==> src/rtl/cp0_defs.sv <==
// ---------------------------------------------------------------------------
// cp0_defs
// Shared constants for the TLB exception responder slice:
//   - CP0 Cause.ExcCode values for the three TLB exceptions
//   - bit positions of those exceptions in the detector's exception vector
//   - handler vector offsets (refill vs. general)
//   - responder FSM state encoding
// ---------------------------------------------------------------------------
package cp0_defs;

    localparam logic [4:0] EXC_MOD  = 5'd1;
    localparam logic [4:0] EXC_TLBL = 5'd2;
    localparam logic [4:0] EXC_TLBS = 5'd3;

    localparam int EXC_BIT_MOD  = 1;
    localparam int EXC_BIT_TLBL = 2;
    localparam int EXC_BIT_TLBS = 3;

    localparam logic [31:0] VEC_OFF_REFILL  = 32'h0000_0000;
    localparam logic [31:0] VEC_OFF_GENERAL = 32'h0000_0180;

    localparam logic [1:0] ST_IDLE     = 2'd0;
    localparam logic [1:0] ST_CAPTURE  = 2'd1;
    localparam logic [1:0] ST_FLUSH    = 2'd2;
    localparam logic [1:0] ST_REDIRECT = 2'd3;

endpackage

==> src/rtl/tlb_exc_vector_sel.sv <==
// ---------------------------------------------------------------------------
// tlb_exc_vector_sel
// Combinational decode of a captured TLB exception into its Cause.ExcCode
// and the exception handler PC.
// Ports:
//   exc_bits   in  3   exception vector bits [3:1] (TLBS, TLBL, Mod)
//   refill     in  1   cause was a TLB miss rather than an invalid entry
//   exl        in  1   Status.EXL at the time of the exception
//   bev        in  1   Status.BEV at the time of the exception
//   exccode    out 5   Cause.ExcCode (0 when no TLB bit is set)
//   handler_pc out 32  vector base + offset
// ---------------------------------------------------------------------------
module tlb_exc_vector_sel
    import cp0_defs::*;
#(
    parameter logic [31:0] EXC_BASE_BEV0 = 32'h8000_0000,
    parameter logic [31:0] EXC_BASE_BEV1 = 32'hBFC0_0200
) (
    input  logic [2:0]  exc_bits,
    input  logic        refill,
    input  logic        exl,
    input  logic        bev,
    output logic [4:0]  exccode,
    output logic [31:0] handler_pc
);

    logic [31:0] base;
    logic [31:0] offset;
    logic        is_tlb_ls;

    // TLBL wins over TLBS, which wins over Mod, when several bits are set.
    always_comb begin
        exccode = 5'd0;
        if (exc_bits[EXC_BIT_TLBL-1])
            exccode = EXC_TLBL;
        else if (exc_bits[EXC_BIT_TLBS-1])
            exccode = EXC_TLBS;
        else if (exc_bits[EXC_BIT_MOD-1])
            exccode = EXC_MOD;
    end

    // Only a first-level (EXL clear) load/store miss goes to the fast
    // refill vector; invalid entries, Mod and nested misses use the
    // general vector.
    always_comb begin
        is_tlb_ls  = (exccode == EXC_TLBL) || (exccode == EXC_TLBS);
        base       = bev ? EXC_BASE_BEV1 : EXC_BASE_BEV0;
        offset     = (refill && is_tlb_ls && !exl) ? VEC_OFF_REFILL : VEC_OFF_GENERAL;
        handler_pc = base + offset;
    end

endmodule

==> src/rtl/tlb_exc_responder.sv <==
// ---------------------------------------------------------------------------
// tlb_exc_responder
// Accepts one TLB exception (Mod/TLBL/TLBS) from MEM, pulses the CP0
// context update, holds a pipeline flush until acknowledged and then hands
// the handler PC to fetch over a valid/ready handshake.
// Ports:
//   clk, rst                  clock, asynchronous active-high reset
//   exc_valid/exc_ready       request handshake (ready only when idle)
//   exc_type[31:0]            detector vector, bits 1/2/3 used
//   exc_refill, exc_badvaddr, exc_epc, exc_bd   exception context
//   status_exl, status_bev    current Status bits
//   cp0_*                     CP0 update strobe and values
//   flush_req/flush_ack       pipeline flush handshake
//   redir_valid/redir_pc/redir_ready  handler PC handshake to fetch
//   stat_mod/stat_tlbl/stat_tlbs      per-type counters
// Build option: define TLB_EXC_STATS_EN to build the counters; otherwise
// the counter ports are tied to 0.
// ---------------------------------------------------------------------------
module tlb_exc_responder
    import cp0_defs::*;
#(
    parameter logic [31:0] EXC_BASE_BEV0 = 32'h8000_0000,
    parameter logic [31:0] EXC_BASE_BEV1 = 32'hBFC0_0200
) (
    input  logic        clk,
    input  logic        rst,
    input  logic        exc_valid,
    output logic        exc_ready,
    input  logic [31:0] exc_type,
    input  logic        exc_refill,
    input  logic [31:0] exc_badvaddr,
    input  logic [31:0] exc_epc,
    input  logic        exc_bd,
    input  logic        status_exl,
    input  logic        status_bev,
    output logic        cp0_we,
    output logic [31:0] cp0_badvaddr,
    output logic [18:0] cp0_vpn2,
    output logic        cp0_epc_we,
    output logic [31:0] cp0_epc,
    output logic        cp0_bd,
    output logic [4:0]  cp0_exccode,
    output logic        cp0_set_exl,
    output logic        flush_req,
    input  logic        flush_ack,
    output logic        redir_valid,
    output logic [31:0] redir_pc,
    input  logic        redir_ready,
    output logic [31:0] stat_mod,
    output logic [31:0] stat_tlbl,
    output logic [31:0] stat_tlbs
);

    logic [1:0]  state;
    logic [1:0]  state_nxt;
    logic [2:0]  type_q;
    logic        refill_q;
    logic [31:0] badvaddr_q;
    logic [31:0] epc_q;
    logic        bd_q;
    logic        exl_q;
    logic        bev_q;
    logic        accept;
    logic [4:0]  exccode;
    logic [31:0] handler_pc;
    logic        unused_type_bits;

    assign unused_type_bits = ^{exc_type[31:4], exc_type[0]};

    assign exc_ready = (state == ST_IDLE);
    assign accept    = exc_valid && exc_ready && (exc_type[3:1] != 3'b000);

    tlb_exc_vector_sel #(
        .EXC_BASE_BEV0 (EXC_BASE_BEV0),
        .EXC_BASE_BEV1 (EXC_BASE_BEV1)
    ) u_vector_sel (
        .exc_bits   (type_q),
        .refill     (refill_q),
        .exl        (exl_q),
        .bev        (bev_q),
        .exccode    (exccode),
        .handler_pc (handler_pc)
    );

    // Next-state logic: one CAPTURE cycle, an optional FLUSH wait, then
    // REDIRECT until fetch takes the handler PC.
    always_comb begin
        state_nxt = state;
        case (state)
            ST_IDLE:     if (accept)      state_nxt = ST_CAPTURE;
            ST_CAPTURE:  state_nxt = flush_ack ? ST_REDIRECT : ST_FLUSH;
            ST_FLUSH:    if (flush_ack)   state_nxt = ST_REDIRECT;
            ST_REDIRECT: if (redir_ready) state_nxt = ST_IDLE;
            default:     state_nxt = ST_IDLE;
        endcase
    end

    // State register; reset drops any in-flight exception.
    always_ff @(posedge clk or posedge rst) begin
        if (rst)
            state <= ST_IDLE;
        else
            state <= state_nxt;
    end

    // Exception context is captured once on acceptance and held for the
    // whole sequence so redir_pc and the CP0 values stay stable.
    always_ff @(posedge clk or posedge rst) begin
        if (rst) begin
            type_q     <= 3'b000;
            refill_q   <= 1'b0;
            badvaddr_q <= 32'd0;
            epc_q      <= 32'd0;
            bd_q       <= 1'b0;
            exl_q      <= 1'b0;
            bev_q      <= 1'b0;
        end else if (accept) begin
            type_q     <= exc_type[3:1];
            refill_q   <= exc_refill;
            badvaddr_q <= exc_badvaddr;
            epc_q      <= exc_epc;
            bd_q       <= exc_bd;
            exl_q      <= status_exl;
            bev_q      <= status_bev;
        end
    end

    // EPC/BD are left alone on a nested exception so the outer return
    // address survives.
    assign cp0_we       = (state == ST_CAPTURE);
    assign cp0_set_exl  = cp0_we;
    assign cp0_epc_we   = cp0_we && !exl_q;
    assign cp0_badvaddr = badvaddr_q;
    assign cp0_vpn2     = badvaddr_q[31:13];
    assign cp0_epc      = epc_q;
    assign cp0_bd       = bd_q;
    assign cp0_exccode  = exccode;

    assign flush_req   = (state == ST_CAPTURE) || (state == ST_FLUSH);
    assign redir_valid = (state == ST_REDIRECT);
    assign redir_pc    = redir_valid ? handler_pc : 32'd0;

`ifdef TLB_EXC_STATS_EN
    // Per-type exception counters, bumped once per exception in CAPTURE.
    always_ff @(posedge clk or posedge rst) begin
        if (rst) begin
            stat_mod  <= 32'd0;
            stat_tlbl <= 32'd0;
            stat_tlbs <= 32'd0;
        end else if (state == ST_CAPTURE) begin
            if (exccode == EXC_MOD)  stat_mod  <= stat_mod + 32'd1;
            if (exccode == EXC_TLBL) stat_tlbl <= stat_tlbl + 32'd1;
            if (exccode == EXC_TLBS) stat_tlbs <= stat_tlbs + 32'd1;
        end
    end
`else
    assign stat_mod  = 32'd0;
    assign stat_tlbl = 32'd0;
    assign stat_tlbs = 32'd0;
`endif

endmodule

==> config.mk <==
export PLATFORM = sky130hd
export DESIGN_NAME = tlb_exc_responder
export DESIGN_NICKNAME = d
export VERILOG_FILES = /design/src/rtl/cp0_defs.sv /design/src/rtl/tlb_exc_vector_sel.sv /design/src/rtl/tlb_exc_responder.sv
export SDC_FILE = /design/constraint.sdc
export NUM_CORES = 1
export LEC_CHECK = 0
export BUFFER_PORTS_ARGS = -buffer_cell sky130_fd_sc_hd__buf_2
export CORE_AREA = 5 5 123 125
export CTS_CLUSTER_DIAMETER = 200
export DETAILED_ROUTE_END_ITERATION = 6
export DIE_AREA = 0 0 128 130
export PLACE_DENSITY = 0.64
export SLEW_MARGIN = 20
export SYNTH_ARGS = -nofsm -noshare
export SYNTH_HDL_FRONTEND = slang
export SYNTH_SLANG_ARGS = --single-unit
==> constraint.sdc <==
create_clock -name clk -period 3.9 [get_ports clk]
set_clock_uncertainty 0.1 [all_clocks]
set_input_delay 0.78 -clock clk [delete_from_list [all_inputs] [get_ports clk]]
set_output_delay 0.78 -clock clk [all_outputs]
set_load 0.02 [all_outputs]
### Yosys cells after proc, flatten, opt, wreduce, memory -nomap -nowiden

Cells that the tools add are included.

| cells by class | value |
|---|---|
| multiplexer cells | 11 |
| eq/ne operators | 8 |
| reductions and logical operators | 11 |
| add/sub/neg operators | 1 |

Operators by type and width:

| operator | number |
|---|---|
| $add A32 B32 Y32 | 1 |
| $mux W32 | 1 |
| $mux W30 | 1 |
| $eq A5 B2 Y1 const B | 2 |
| $mux W5 | 2 |
| $mux W9 | 1 |
| $pmux W2 S4 | 1 |
| $mux W2 | 3 |
| $logic_and A1 B1 Y1 | 5 |
| $eq A2 B2 Y1 const B | 2 |
| $ne A2 B1 Y1 const B | 2 |
| $reduce_and A3 Y1 | 1 |
| $reduce_bool A3 Y1 | 1 |
| $eq A2 B1 Y1 const B | 1 |
| $logic_not A2 Y1 | 1 |
| $logic_or A1 B1 Y1 | 2 |
| $mux W1 | 2 |
| $ne A2 B2 Y1 const B | 1 |
| $logic_not A1 Y1 | 1 |

| storage, ports and cells | value |
|---|---|
| input bits | 105 |
| word-level logic and storage cells | 39 |
| flip-flop bits (word level) | 73 |

### Logic depth before layout (Yosys ltp)

Gate-level depths: netlist of the first run.

| depth | value |
|---|---|
| word-level depth | 10 |
| depth in mapped cells | 6 |
| gate-level depth less buffers | 5 |

### Hierarchy

Synthesis of the first run repeated with hierarchy kept, for this count alone.

| second synthesis, totals | value |
|---|---|
| cells, all modules | 363 |
| area, all modules | 4569.4 um^2 |

By module, submodules not included:

| module | instances | area an instance (um^2) | cells each | seq. area each (um^2) |
|---|---|---|---|---|
| tlb_exc_responder | 1 | 4279.1 | 323 | 1826.8 |
| tlb_exc_vector_sel | 1 | 290.3 | 40 | 0.0 |

### Worst setup path after synthesis of the first run

Ideal clock, no wire load.

| timing path | value |
|---|---|
| path type | flip-flop to output port |
| from | register state[0] |
| to | output port redir_pc[8] |
| slack | 1.546 ns |
| data arrival time | 1.474 ns |
| buffers on the path | 1 |
| stages on the path, launching flop included | 5 |
| cell sequence | dfrtp_1 -> ha_1 -> inv_1 -> a31oi_1 -> buf_4 |

| between the ends | value |
|---|---|
| longest elaborated chain between the ends | 2 |

Ends and longest elaborated chain:

| item | RTL line | source |
|---|---|---|
| from (decl) | tlb_exc_responder.sv:54 | `logic [1:0] state;` |
| from (signal assigned) | tlb_exc_responder.sv:103 | `state <= state_nxt;` |
| $eq A2 B2 Y1 | tlb_exc_responder.sv:140 | `assign redir_valid = (state == ST_REDIRECT);` |
| net redir_valid | tlb_exc_responder.sv:46 | `output logic redir_valid,` |
| $mux W32 | tlb_exc_responder.sv:141 | `assign redir_pc = redir_valid ? handler_pc : 32'd0;` |
| to (decl) | tlb_exc_responder.sv:47 | `output logic [31:0] redir_pc,` |

The timed path passes the listed nets, and every way through them passes these cells.

### Worst setup path in the final report of the first run

| timing path | value |
|---|---|
| from | register state[0] |
| to | output port redir_pc[26] |

| between the ends | value |
|---|---|
| longest elaborated chain between the ends | 2 |

Ends and longest elaborated chain:

| item | RTL line |
|---|---|
| $eq A2 B2 Y1 | tlb_exc_responder.sv:140 |
| $mux W32 | tlb_exc_responder.sv:141 |

No other way between the ends.

==> reports/qor.yml, run 1 <==
clockBufferDepth: 2
synth_compound_area_frac: 0.0268
synth_area_leaders: "dfrtp_1, buf_4, mux2_2"
period_minus_slack_ns: 2.39
holdWs_ns: 0.316
ctsHoldBuffers: 0
cts-root-buf: "clkbuf_16"
multiInputGateArea_um2: 1450
tns_ns: 0
status: "finished, final reports clean"
cpMaxStageDelayCell: "dfrtp_1"
setup-violations-final: 0
start_kind: "register"
max_freq_ghz: 0.419
ys_types: 23
hold_viol: 0
regArea_um2: 1830
grt_pass1_vias: 2447
routedWlPerCell_um: 12.6
die_y_um: 130
cp.arrival_ns: 1.51
cts_resized: 0
min_path_type: "input port to asynchronous set/reset pin"
num_vias: 2482
yosysTopAreaCellShare: 0.450
post-route-drc-count: 0
criticalPathCategory: "register to output port"
wirelength_mm: 8.40
cp.required_ns: 3.02
tritoncts: "done"
grt_first_pass_wirelength_mm: 12.3
tightest_slew_ns: 0.547
synth_top_family_by_area: "buffers and inverters"
cts_sinks: 73
max-slew-margin-rel: 0.635
grt_usage: 0.0953
yosysWarnings: 0
post_cts.repair.setup_buffers: 0
synth_area_um2: 4060
overflow: 0
hpwl_mm: 6.84
cts_made_buffers: 9
stdcell_area_um2: 4760
place_congestion: 0.714
clk_pin_slew_ns: 0.06
port_buffers: 179
rsz0062_at_grt: "no"
drt_iter0_markers: 42
row_count: 43
core_area_um2: 13800
setup_ws_ns: 1.51
die-area_um2: 16600
maxSlewViolCount: 0
slowest_delay_ns: 0.42
synth_top_area_cell: "dfrtp_1"
antenna_found_initial: 0
synthXorXnorAreaFrac: 0
synthSimpleGateAreaFrac: 0.00925
p_leak_nw: 2.59
end_kind: "output port"
irDropWorstVdd_uv: 342
insertion_delay_ns: 0.33
grt_max_degree: 45
antenna_cells: 0
area_delta_synth_final_pct: 17.2
maxCapViolCount: 0
place_ws_ns: 1.53
final_antenna_net_count: 0
nFillCells: 1416
ys_ff_latch: 73
layout.nets: 592
reg2reg_depth: 5
htree_num_levels: 3
powerDensity_nw_per_um2: 912
drive_gt1_frac: 0.555
ios: 328
die_width_um: 128
synthCells: 328
start_util: 0.295
synthAdderAreaFrac: 0.0123
seq_area_frac_synth: 0.450
cp_max_fo: 9
fin_crit_sh: 0.612
vias_per_cell: 3.72
yosys-mux-area-fraction: 0.199
syn_avg_cell_area_um2: 12.4
drt_first_pass_iters: 4
crit_chain: "ha_1 > and2_1 > buf_2"
dpl_cell_area_um2: 4450
==> cells by family (layout without fill, tap and decap cells) <==
logic type | Yosys count | after routing
mux | 69 | 69
other cells | 1 | 119
buf+inv | 163 | 205
compound gates | 11 | 11
flops | 73 | 73
fa+ha+maj | 4 | 4
simple gates | 7 | 7
==> synth_stat cells <==
| cell | instances |
|---|---|
| buf_4 | 149 |
| dfrtp_1 | 73 |
| mux2_2 | 61 |
| mux2_4 | 8 |
| buf_6 | 7 |
| inv_1 | 6 |
| ha_1 | 4 |
| a32o_1 | 3 |
| nor2_1 | 2 |
| nor2b_1 | 2 |
| a21o_1 | 1 |
| a221oi_1 | 1 |
| a31oi_1 | 1 |
| and2_1 | 1 |
| buf_2 | 1 |
| conb_1 | 1 |
| nand3_1 | 1 |
| o211ai_1 | 1 |
| o21ai_0 | 1 |
| o311ai_4 | 1 |
| o31ai_1 | 1 |
| o32a_1 | 1 |
| or2_2 | 1 |
==> cells in the final DEF, fill, tap and decap left out, types with 2 or more instances in the layout <==
cell        instances
a32o_1              3
dfrtp_1            73
buf_4               4
ha_1                4
inv_1               5
nor2_1              2
conb_1            119
clkinvlp_4          3
buf_2             179
mux2_2             61
mux2_4              8
nor2b_1             2
clkbuf_16           9
==> per-stage QoR <==
step                      instances  total power, mW  utilization
after global placement          652             3.50        0.323
after detailed placement        652             3.55        0.323
final                           668             4.34        0.345
after floorplan                 446             3.13            -
after global routing            668             4.62        0.345
after CTS                       668             4.41        0.345
==> worst paths after layout <==
| kind | slack, ns | start | end |
|---|---|---|---|
| max | 1.51 | state[0] | redir_pc[26] |
| min | 0.32 | rst | cp0_badvaddr[1] |
| max reg2reg | 1.80 | state[0] | cp0_epc[18] |
| min reg2reg | 0.40 | cp0_bd | cp0_bd |
| max in group asynchronous | 2.67 | rst | state[0] |
| min in group clk | 0.40 | cp0_bd | cp0_bd |
==> report_power, final <==
part           switching (mW)  internal [mW]  total [mW]  leakage [nW]
Sequential              0.215           1.15        1.36         0.866
Clock                   0.321          0.513       0.835         0.141
Combinational            1.30          0.838        2.14          1.58
Total                    1.84           2.50        4.34          2.59
==> layout make-up <==
type                            count  share of cell area
Sequential cell                    73               0.384
Tap cell                          180              0.0474
Timing Repair Buffer              183               0.195
Clock inverter                      6              0.0139
Clock buffer                       10              0.0502
Inverter                            6             0.00474
Multi-Input combinational cell    210               0.305
==> per-layer routing <==
metal / up-vias / global-route usage / wire [um]
met5: - / 0 / 0
met4: 0 / 0.0412 / 136
met3: 13 / 0.0467 / 1140
li1: 1118 / - / -
met2: 167 / 0.166 / 4400
met1: 1184 / 0.0973 / 2720
==> sequential cells by signal (all words and copies together) (netlist names) <==
register	flops
exl_q	1
cp0_epc	32
state	2
refill_q	1
type_q	3
cp0_badvaddr	32
bev_q	1
cp0_bd	1
==> worst max-delay path, delay by kind of cell (launching register included) <==
family | cells | cell delay [ns]
flops | 1 | 0.42
simple gates | 1 | 0.27
buf+inv | 1 | 0.21
fa+ha+maj | 1 | 0.28
Power figures use the tool's default switching activity.
==> run 2: changes to the inputs <==
Clock period 3.9 ns to 2.31 ns, I/O delays scaled along.
==> reports/qor.yml, run 2 (synthesis results as in run 1) <==
cp_max_fo: 9  # unchanged
setup-violations-final: 0  # unchanged
layout_commonest_cell: "buf_2"  # unchanged
fin_crit_sh: 0.909
period_minus_slack_ns: 2.10
p_leak_nw: 2.58  # was 2.59 nW
drt_iter0_markers: 28  # was 42
maxCapViolCount: 0  # unchanged
cpMaxStageDelayCell: "dfrtp_1"  # unchanged
maxSlewViolCount: 0  # unchanged
power_switching_mw: 3.11  # was 1.84 mW
combPwrFrac: 0.498  # was 0.493
cts-root-buf: "clkbuf_16"  # unchanged
core_area_um2: 13800  # unchanged
post-route-drc-count: 0  # unchanged
cts_made_buffers: 9  # unchanged
start_util: 0.295  # unchanged
cts_resized: 0  # unchanged
rsz0062_at_grt: "no"  # unchanged
drive_gt1_frac: 0.553  # was 0.555
die_width_um: 128  # unchanged
cp.required_ns: 1.75  # was 3.02 ns
cp.arrival_ns: 1.54  # was 1.51 ns
dpl_cell_area_um2: 4460  # was 4450 um2
irDropWorstVdd_uv: 743  # was 342 uV
slowest_delay_ns: 0.43  # was 0.42 ns
end_kind: "output port"  # unchanged
criticalPathCategory: "register to output port"  # unchanged
grt_first_pass_wirelength_mm: 12.4  # was 12.3 mm
drt_first_pass_iters: 4  # unchanged
clockBufferDepth: 2  # unchanged
grt_max_degree: 74  # was 45
insertion_delay_ns: 0.33  # about the same
status: "finished, final reports clean"  # unchanged
overflow: 0  # unchanged
final_antenna_net_count: 0  # unchanged
htree_num_levels: 3  # unchanged
sequentialPowerShare: 0.318  # was 0.315
mostFrequentLayoutCells: "buf_2, conb_1, dfrtp_1"  # unchanged
crit_chain: "ha_1 > and2_1 > buf_2"  # unchanged
hpwl_mm: 6.39  # was 6.84 mm
die_y_um: 130  # unchanged
powerDensity_nw_per_um2: 1520  # was 912 nW/um2
max_freq_ghz: 0.476
clk_pin_slew_ns: 0.06  # about the same
start_kind: "register"  # unchanged
port_buffers: 179  # unchanged
antenna_cells: 0  # unchanged
intPower_mw: 4.13  # was 2.50 mW
post_cts.repair.setup_buffers: 0  # unchanged
ctsHoldBuffers: 0  # unchanged
grt_usage: 0.0951  # was 0.0953
die-area_um2: 16600  # unchanged
min_path_type: "input port to asynchronous set/reset pin"  # unchanged
area_delta_synth_final_pct: 17.1  # was 17.2%
ios: 328  # unchanged
stdcell_area_um2: 4750  # was 4760 um2
grt_pass1_vias: 2480  # was 2447
cts_sinks: 73  # unchanged
vias_per_cell: 3.69  # was 3.72
place_congestion: 0.739  # was 0.714
wirelength_mm: 8.25  # was 8.40 mm
clockPowerShare: 0.183  # was 0.192
row_count: 43  # unchanged
antenna_found_initial: 0  # unchanged
nFillCells: 1392  # was 1416
sw_frac_of_total: 0.430  # was 0.423
tns_ns: 0  # unchanged
layout.nets: 590  # was 592
hold_viol: 0  # unchanged
tritoncts: "done"  # unchanged
routedWlPerCell_um: 12.4  # was 12.6 um
num_vias: 2460  # was 2482
## run 2: cell types whose count changed in the layout (fill, tap and decap cells not counted), sizes merged
cell	previous run	this run
bufinv	1	0
clkinv	1	2
buf	183	181
## run 2: layout make-up
| class | instances | area (um2) | share of cell area |
|---|---|---|---|
| Multi-Input combinational cell | 210 | 1450 | 0.305 |
| Clock inverter | 6 | 50.0 | 0.0105 |
| Tap cell | 180 | 225 | 0.0474 |
| Clock buffer | 10 | 239 | 0.0503 |
| Timing Repair Buffer | 181 | 936 | 0.197 |
| Sequential cell | 73 | 1830 | 0.384 |
| Inverter | 6 | 26.3 | 0.00553 |
## run 2: power by group through the flow
stage	clock network (mW)	logic, mW	registers [mW]
after global placement	0	3.62	2.28
after detailed placement	0	3.67	2.32
after floorplan	0	2.26	3.03
after CTS	1.40	3.67	2.32
final	1.33	3.61	2.30
after global routing	1.43	3.87	2.42
## run 2: through the flow
| stage | hold slack [ns] | cells | setup slack [ns] | util | total power, mW |
|---|---|---|---|---|---|
| 3_5_place_dp | 0.386 | 650 | 0.340 | 0.324 | 5.99 |
| 6_report | 0.112 | 666 | 0.210 | 0.345 | 7.24 |
| 2_1_floorplan | 0.367 | 446 | 0.274 | - | 5.29 |
| 4_1_cts | 0.144 | 666 | 0.184 | 0.345 | 7.38 |
| 3_3_place_gp | 0.385 | 650 | 0.385 | 0.324 | 5.90 |
| 5_1_grt | 0.170 | 666 | 0.0638 | 0.345 | 7.73 |
## run 2: path summary, 6_finish.rpt
kind,start,end,slack (ns),depth (start not counted)
setup / recovery,state[0],redir_pc[24],0.21,3
hold / removal,rst,cp0_badvaddr[24],0.11,3
setup reg to reg,state[0],cp0_badvaddr[25],0.29,5
hold reg to reg,type_q[0],type_q[0],0.40,1
max in group asynchronous,rst,state[0],1.65,3
min in group clk,exc_epc[14],cp0_epc[14],0.26,2
## run 2: metal layers
| metal | part of all wire | GRT usage |
|---|---|---|
| met5 | 0 | 0 |
| met1 | 0.33 | 0.0988 |
| met4 | 0.019 | 0.0524 |
| met2 | 0.51 | 0.164 |
| met3 | 0.14 | 0.0389 |
## run 2: critical path, delay by kind of cell (launching register included)
family                     cells  cell delay [ns]
and+or+nand+nor                1             0.27
adders and majority gates      1             0.30
DFF                            1             0.43
buffers and inverters          1             0.21
==> run 3: changes to the inputs <==
Settings changed: MAX_ROUTING_LAYER from default to met4.
==> reports/qor.yml, run 3 (synthesis results as in run 1) <==
ctsHoldBuffers: 0  # unchanged
maxCapViolCount: 0  # unchanged
path_buf_inv: 1  # unchanged
layout.nets: 590  # unchanged
cts_resized: 0  # unchanged
cts_sinks: 73  # unchanged
setup-violations-final: 0  # unchanged
overflow: 0  # unchanged
die_y_um: 130  # unchanged
clk_pin_slew_ns: 0.06  # about the same
stdcell_area_um2: 4750  # unchanged
num_vias: 2465  # was 2460
place_ws_ns: 0.340  # unchanged
regArea_um2: 1830  # unchanged
setup_ws_ns: 0.211  # was 0.210 ns
cpMaxStageDelayCell: "dfrtp_1"  # unchanged
hold_viol: 0  # unchanged
crit_chain: "ha_1 > and2_1 > buf_2"  # unchanged
maxSlewViolCount: 0  # unchanged
wirelength_mm: 8.25  # about the same
multiInputGateArea_um2: 1450  # unchanged
grt_pass1_vias: 2486  # was 2480
holdWs_ns: 0.111  # was 0.112 ns
rsz0062_at_grt: "no"  # unchanged
drt_iter0_markers: 26  # was 28
nFillCells: 1392  # unchanged
vias_per_cell: 3.70  # was 3.69
powerDensity_nw_per_um2: 1520  # about the same
die_width_um: 128  # unchanged
mostFrequentLayoutCells: "buf_2, conb_1, dfrtp_1"  # unchanged
final_core_utilization: 0.345  # unchanged
hpwl_mm: 6.39  # unchanged
drt_first_pass_iters: 4  # unchanged
instances_no_fill: 666  # unchanged
dpl.cell_count: 650  # unchanged
dpl_cell_area_um2: 4460  # unchanged
p_leak_nw: 2.58  # unchanged
routedWlPerCell_um: 12.4  # about the same
irDropWorstVdd_uv: 743  # about the same
status: "finished, final reports clean"  # unchanged
core_area_um2: 13800  # unchanged
post-route-drc-count: 0  # unchanged
place_congestion: 0.748  # was 0.739
grt_usage: 0.0980  # was 0.0951
min_path_type: "input port to asynchronous set/reset pin"  # unchanged
cp_max_fo: 9  # unchanged
max_freq_ghz: 0.476  # about the same
grt_max_degree: 74  # unchanged
period_minus_slack_ns: 2.10  # about the same
htree_num_levels: 3  # unchanged
slowest_delay_ns: 0.43  # about the same
criticalPathCategory: "register to output port"  # unchanged
start_util: 0.295  # unchanged
grt_first_pass_wirelength_mm: 12.3  # was 12.4 mm
antenna_found_initial: 0  # unchanged
area_delta_synth_final_pct: 17.1  # unchanged
end_kind: "output port"  # unchanged
post_cts.repair.setup_buffers: 0  # unchanged
tritoncts: "done"  # unchanged
start_kind: "register"  # unchanged
cp.arrival_ns: 1.54  # about the same
cp_top_family: "flip-flops"  # unchanged
port_buffers: 179  # unchanged
die-area_um2: 16600  # unchanged
clockBufferDepth: 2  # unchanged
antenna_cells: 0  # unchanged
final_antenna_net_count: 0  # unchanged
drive_gt1_frac: 0.553  # unchanged
row_count: 43  # unchanged
cts_made_buffers: 9  # unchanged
insertion_delay_ns: 0.33  # about the same
totalPowerFinal_mw: 7.24  # about the same
ios: 328  # unchanged
layout_commonest_cell: "buf_2"  # unchanged
cp.required_ns: 1.75  # about the same
cts-root-buf: "clkbuf_16"  # unchanged
tns_ns: 0  # unchanged
fin_crit_sh: 0.909  # about the same
[run 3: cell counts in the layout (fill, tap and decap cells not counted)]
Identical to the previous run, type by type.
[run 3: worst min-delay path: stages]
cell and delay (ns):
buf_2 0.11, clkinvlp_4 0.07, buf_12 0.31
[run 3: final timing paths]
check	start	endpoint	slack (ns)	cells after the start
min in group clk	exc_epc[14]	cp0_epc[14]	0.26	2
min reg2reg	type_q[0]	type_q[0]	0.40	1
max	state[0]	redir_pc[24]	0.21	3
max reg2reg	state[0]	cp0_badvaddr[25]	0.29	5
max in group asynchronous	rst	state[0]	1.64	3
min	rst	cp0_badvaddr[24]	0.11	3
[run 3: area by class of cell]
type                            count  share of cell area
Sequential cell                    73               0.384
Inverter                            6             0.00553
Timing Repair Buffer              181               0.197
Clock buffer                       10              0.0503
Tap cell                          180              0.0474
Clock inverter                      6              0.0105
Multi-Input combinational cell    210               0.305
[run 3: power by group]
part           leakage, nW  total, mW  switching, mW  internal (mW)
combinational         1.58       3.61           2.19           1.42
clock                0.136       1.33          0.561          0.767
sequential           0.866       2.30          0.363           1.94
total                 2.58       7.24           3.11           4.13
[run 3: layer usage]
metal | global-route usage | vias to the layer above | part of all wire
li1 | - | 1120 | -
met1 | 0.105 | 1170 | 0.35
met2 | 0.164 | 163 | 0.51
met3 | 0.0295 | 12 | 0.12
met4 | 0.0524 | 0 | 0.020
met5 | - | - | 0
